$ cat src/rtl/ac_ctrl_pkg.sv
// Shared definitions for the neuron accumulator sequencer: data-bus width and FSM encoding.
package ac_ctrl_pkg;
  localparam int WORD_W = 16;
  localparam int ST_W   = 3;

  typedef enum logic [ST_W-1:0] {
    ST_IDLE  = 3'd0,
    ST_CLEAR = 3'd1,
    ST_RUN   = 3'd2,
    ST_DRAIN = 3'd3,
    ST_DONE  = 3'd4
  } state_e;
endpackage

$ cat src/rtl/ac_ctrl_cnt.sv
// Loadable down-counter tracking products still to be accumulated for one neuron.
module ac_ctrl_cnt #(
  parameter int CNT_W = 8
) (
  input  logic             clk,
  input  logic             reset,
  input  logic             load,
  input  logic [CNT_W-1:0] load_val,
  input  logic             dec,
  output logic             last,
  output logic             zero
);
  logic [CNT_W-1:0] cnt_q, cnt_d;

  always_comb begin
    cnt_d = cnt_q;
    if (load)
      cnt_d = load_val;
    else if (dec && (cnt_q != '0))
      cnt_d = cnt_q - 1'b1;
  end

  always_ff @(posedge clk or negedge reset) begin
    if (!reset) cnt_q <= '0;
    else        cnt_q <= cnt_d;
  end

  assign last = (cnt_q == CNT_W'(1));
  assign zero = (cnt_q == '0);
endmodule

$ cat src/rtl/ac_ctrl.sv
// Accumulator-stage sequencer: clear, gate CNT products into the accumulator, capture
// the sum with a sticky overflow and hold it on a valid/ready handshake.
module ac_ctrl
  import ac_ctrl_pkg::*;
#(
  parameter int CNT_W = 8,
  parameter int W     = WORD_W
) (
  input  logic             clk,
  input  logic             reset,
  input  logic             start,
  input  logic [CNT_W-1:0] n_terms,
  output logic             busy,
  input  logic             prod_valid,
  output logic             prod_ready,
  output logic             acc_clr,
  output logic             mu_rdy,
  input  logic             ac_rdy,
  input  logic [W-1:0]     ac_out,
  input  logic             off,
  output logic             res_valid,
  input  logic             res_ready,
  output logic [W-1:0]     res_data,
  output logic             res_ovf
);
  state_e         state_q, state_d;
  logic           busy_q, busy_d;
  logic           acc_clr_q, acc_clr_d;
  logic           res_valid_q, res_valid_d;
  logic [W-1:0]   res_data_q, res_data_d;
  logic           res_ovf_q, res_ovf_d;
  logic           cnt_load, cnt_last, cnt_zero;

  ac_ctrl_cnt #(.CNT_W(CNT_W)) u_cnt (
    .clk      (clk),
    .reset    (reset),
    .load     (cnt_load),
    .load_val (n_terms),
    .dec      (mu_rdy),
    .last     (cnt_last),
    .zero     (cnt_zero)
  );

  always_comb begin
    state_d    = state_q;
    res_data_d = res_data_q;
    res_ovf_d  = res_ovf_q;
    cnt_load   = 1'b0;
    prod_ready = 1'b0;
    case (state_q)
      ST_IDLE: if (start) begin
        cnt_load   = 1'b1;
        res_data_d = '0;
        res_ovf_d  = 1'b0;
        state_d    = ST_CLEAR;
      end
      ST_CLEAR: state_d = cnt_zero ? ST_DONE : ST_RUN;
      ST_RUN: begin
        prod_ready = 1'b1;
        if (prod_valid && cnt_last) state_d = ST_DRAIN;
      end
      ST_DRAIN: if (ac_rdy) begin
        res_data_d = ac_out;
        state_d    = ST_DONE;
      end
      ST_DONE: if (res_ready) state_d = ST_IDLE;
      default: state_d = ST_IDLE;
    endcase
    // Overflow of every add, including the one landing in DRAIN, is sticky.
    if ((state_q == ST_RUN || state_q == ST_DRAIN) && ac_rdy && off)
      res_ovf_d = 1'b1;
    mu_rdy      = prod_valid & prod_ready;
    busy_d      = (state_d != ST_IDLE);
    acc_clr_d   = (state_d == ST_CLEAR);
    res_valid_d = (state_d == ST_DONE);
  end

  always_ff @(posedge clk or negedge reset) begin
    if (!reset) begin
      state_q     <= ST_IDLE;
      busy_q      <= 1'b0;
      acc_clr_q   <= 1'b0;
      res_valid_q <= 1'b0;
      res_data_q  <= '0;
      res_ovf_q   <= 1'b0;
    end else begin
      state_q     <= state_d;
      busy_q      <= busy_d;
      acc_clr_q   <= acc_clr_d;
      res_valid_q <= res_valid_d;
      res_data_q  <= res_data_d;
      res_ovf_q   <= res_ovf_d;
    end
  end

  assign busy      = busy_q;
  assign acc_clr   = acc_clr_q;
  assign res_valid = res_valid_q;
  assign res_data  = res_data_q;
  assign res_ovf   = res_ovf_q;
endmodule
$ cat config.mk
export PLATFORM = sky130hd
export DESIGN_NAME = ac_ctrl
export DESIGN_NICKNAME = d
export VERILOG_FILES = /design/src/rtl/ac_ctrl_pkg.sv /design/src/rtl/ac_ctrl_cnt.sv /design/src/rtl/ac_ctrl.sv
export SDC_FILE = /design/constraint.sdc
export NUM_CORES = 1
export LEC_CHECK = 0
export BUFFER_PORTS_ARGS = -buffer_cell sky130_fd_sc_hd__buf_2
export CAP_MARGIN = 40
export CORE_UTILIZATION = 45
export CTS_BUF_LIST = sky130_fd_sc_hd__clkbuf_16
export CTS_CLUSTER_DIAMETER = 30
export CTS_CLUSTER_SIZE = 28
export DETAILED_ROUTE_END_ITERATION = 12
export PLACE_DENSITY_LB_ADDON = 0.2
export RECOVER_POWER = 100
export SLEW_MARGIN = 10
export SYNTH_ARGS = -nofsm -noshare
export SYNTH_HDL_FRONTEND = slang
export SYNTH_SLANG_ARGS = --single-unit
$ cat constraint.sdc
create_clock -name clk -period 4.36 [get_ports clk]
set_clock_uncertainty 0.15 [all_clocks]
set_input_delay 0.872 -clock clk [delete_from_list [all_inputs] [get_ports clk]]
set_output_delay 0.872 -clock clk [all_outputs]
set_load 0.02 [all_outputs]
==> impl_summary.md <==
Detailed routing
The wire length reported by the detailed router is 2.92 mm. For this block, the initial DRC count from the detailed router was 49. Before antenna repair, the detailed router went through 4 iterations.

The count of nets left with antenna violations once routing finished came out at 0. The detailed router placed 1234 vias in this run. The number of design rule violations left after detail routing is 0. Using the TritonRoute via totals, the vias-per-cell ratio works out to 4.88. Dividing the detail-routed wire length by the instance count gives 11.5 um.

Die
For this design the top-level I/O count stands at 53. The x dimension of the die is 59.3 um. The floorplan step defined a die boundary enclosing 3510 um^2. The placeable core area is 3080 um^2.

The initialized floorplan defines 20 standard-cell rows. In this run the vertical extent of the chip is 59.3 um. For this configuration, the core starts out at a cell density of 0.479.

Place
The congestion estimate from routability-driven global placement came to 0.760. The sum of net half-perimeters after detailed placement is 2.07 mm. The number of port buffers is 52. The total placed cells including tap cells is 246.

GRT
The initial antenna violation count is 0. The maximum number of pins on one net before global-route repair is 33. The total congestion overflow after global routing is 0. The global routing usage summed across all routing layers is 0.189. The via count of the first global-routing pass is 1135.

The wire length of the first global-routing pass is 4.86 mm.

Pwr
Power spread over the standard cell area amounts to 702 nW/um^2. The maximum ir drop on the vdd rail is 388 uV. The cell leakage power is 0.000827 uW.

STA
The transition time of the tightest slew-check pin is 1.63 ns. The number of pins exceeding their max-slew limit in the final report was 32. In the finished design, the share of the clock period the worst path needs comes to 0.585. The summed negative setup slack over all endpoints is 0 ns. The total of endpoints with negative setup slack in the final report is 0.

The achievable clock frequency is 392 MHz. The final-report hold violation count is 0. Measured against its own limit, the worst slew margin works out to -0.0881. The clock period minus final worst setup slack is 2.55 ns.

Setup repair after global routing left no endpoint under its margin.

Finish
The multi-input combinational cells in the finished layout cover a total of 609 um^2. For this run, the post-layout net count is 243. The number of standard cells in the final layout excluding fillers is 253. Across the whole layout, storage elements account for 776 um^2. The library cell used most frequently in the layout, excluding fill and tap cells, is nand2_1.

Of the cells placed in the final design, the portion with a size suffix greater than 1 is 0.187. The area growth from synthesis to final layout is 24.1%. After filler insertion, the fill cell instance count of the layout stands at 301.

In the layout the commonest cells are 46 x nand2_1, 31 x dfrtp_1, 28 x buf_2. The number of diodes added for antenna fixing is 0.

Setup path
The slowest stage of the critical path is the a21boi_0 cell. The category of the critical setup timing path is input pin to flip-flop. The worst setup path is captured at a flip-flop. The data arrival time of the worst path is 2.53 ns.

The top fanout value on the critical path is 9. Walking the worst path, the cells encountered are buf_2 > and4bb_1 > a21boi_0 > nand3_1 > xor2_1 > o21ai_0. At the worst endpoint, the required time is 4.34 ns.

The maximum single-stage delay on the critical path is 0.82 ns. STA classifies the critical path startpoint as an input pin.

CTS
The clock drives 31 sinks. After clock tree synthesis, the clock-pin slew on the worst setup and hold paths is 0.05 ns. After clock tree synthesis, the setup repair step added 0 buffers. Buffers inserted during clock tree synthesis total 5. Counting along the longest clock path gives a buffer depth of 2.

The post-cts hold buffer count is 0. The number of gates resized after CTS was 0. The clock root buffer is clkbuf_16. The clock tree from TritonCTS is built. The clock reaches the later pin of the worst-skew pair after 0.27 ns. The clock tree synthesis step divided the H-tree into 2 levels.

Logic synthesis
The post-synthesis net count is 190. The simple logic cell fraction of the synthesized area is 0.220. Yosys mapped the design onto 34 distinct sky130hd cell types. During synthesis, Yosys emitted a total of 0 warnings. The complex-gate fraction of the synthesized area is 0.153. The synthesized netlist cell count is 156.

The adder-cell area share of the yosys netlist is 0.0254. Each instance of the synthesized netlist takes up on average 9.46 um^2. The post-synthesis share of cell area spent on xor and xnor gates is 0.0297. By area, the combinational part of the netlist is dominated by simple AND/OR/NAND/NOR gates. The share of synthesized area occupied by flip-flops and latches is 0.526.

The post-synthesis cell area is 1480 um^2. The share of cell area taken by muxes after synthesis is 0. The register bit total from synthesis is 31.

Run
Across the run, the number of max-cap violations was 1.

Run status
The flow ran to the end, but the final reports show violations. The final reports fail on max-capacitance violations, max-slew violations.

Min path
The path type of the worst min-delay path is flip-flop to flip-flop.
worst paths after layout:
path / start / endpoint / slack [ns] / cells past startpoint
max in group asynchronous: reset / res_data[5]$_DFFE_PN0P_ / 2.25 / 1
setup reg to reg: state_q[0]$_DFF_PN0_ / u_cnt.cnt_q[4]$_DFFE_PN0P_ / 1.91 / 5
hold reg to reg: res_data[4]$_DFFE_PN0P_ / res_data[4]$_DFFE_PN0P_ / 0.33 / 2
hold / removal: res_data[4]$_DFFE_PN0P_ / res_data[4]$_DFFE_PN0P_ / 0.33 / 2
setup / recovery: prod_valid / u_cnt.cnt_q[4]$_DFFE_PN0P_ / 1.81 / 6
min in group asynchronous: reset / res_ovf$_DFFE_PN0P_ / 0.86 / 1
synth_stat cells:
master	number	area share
o311ai_0	1	0.0059
xor2_1	4	0.024
nand4_1	2	0.0085
a21o_1	2	0.010
ha_1	3	0.025
nand2_1	46	0.12
a311o_2	1	0.0076
nand3b_1	2	0.010
o21ai_2	3	0.018
o21a_1	1	0.0051
nor3b_1	1	0.0051
a21oi_1	2	0.0068
o21ai_1	2	0.0068
nor2_1	8	0.020
a221oi_1	1	0.0059
xnor2_1	1	0.0059
nand2b_1	2	0.0085
or2_2	1	0.0042
buf_2	1	0.0034
buf_6	3	0.023
a311oi_1	1	0.0059
or3_1	1	0.0042
clkbuf_1	3	0.0076
nand3_1	2	0.0068
o21ai_0	18	0.061
nor4_2	1	0.0085
dfrtp_1	31	0.53
and4bb_2	1	0.0085
nor4_1	2	0.0085
nor3_1	1	0.0034
nand4b_1	1	0.0059
a311o_1	1	0.0068
inv_1	5	0.013
a21boi_4	1	0.013
registers in the layout (all words and copies together), names as in the netlist:
register / count
res_ovf: 1
state_q: 3
res_valid: 1
acc_clr: 1
res_data: 16
u_cnt.cnt_q: 8
busy: 1
per-stage QoR:
step | power [uW] | setup WS [ns] | cell area, um^2 | util | hold slack [ns]
floorplan | 875 | 2.14 | 1480 | - | 0.362
global placement | 993 | 1.95 | 1740 | 0.565 | 0.308
detailed placement | 1010 | 1.93 | 1750 | 0.568 | 0.314
CTS | 1330 | 1.93 | 1880 | 0.611 | 0.325
global route | 1390 | 1.58 | 1830 | 0.595 | 0.362
finish | 1290 | 1.81 | 1830 | 0.595 | 0.325
critical path, delay by kind of cell:
family                 cells  cell delay, ns
AO/OA/AOI/OAI              2            0.91
XOR/XNOR                   1            0.20
buffers and inverters      1            0.07
AND/OR/NAND/NOR            2            0.49
report_power, final:
part	switching, uW	leakage (uW)	internal, uW
logic	318	0.000353	160
registers	88.8	0.000407	401
clock network	113	0.0000671	204
logic make-up (layout without fill, tap and decap cells):
logic type | Yosys count | in the layout
adder cells (fa/ha/maj) | 3 | 3
XOR/XNOR | 5 | 5
AND/OR/NAND/NOR | 71 | 71
AO/OA/AOI/OAI | 34 | 34
flip-flops | 31 | 31
buffers and inverters | 12 | 65
per-layer routing:
| metal | vias up | track usage | wire length [um] |
|---|---|---|---|
| met3 | 5 | 0.0677 | 177 |
| li1 | 634 | - | - |
| met1 | 563 | 0.237 | 1340 |
| met5 | - | 0 | 0 |
| met4 | 0 | 0.0816 | 46 |
| met2 | 32 | 0.294 | 1360 |
final cells by class:
| class | instances | area share |
|---|---|---|
| clock inverters | 2 | 0.00478 |
| repair buffers | 53 | 0.130 |
| multi-input cells | 113 | 0.333 |
| well taps | 44 | 0.0301 |
| flip-flops and latches | 31 | 0.424 |
| inverters | 5 | 0.0103 |
| clock buffers | 5 | 0.0684 |
(Power assumes the default switching activity.)
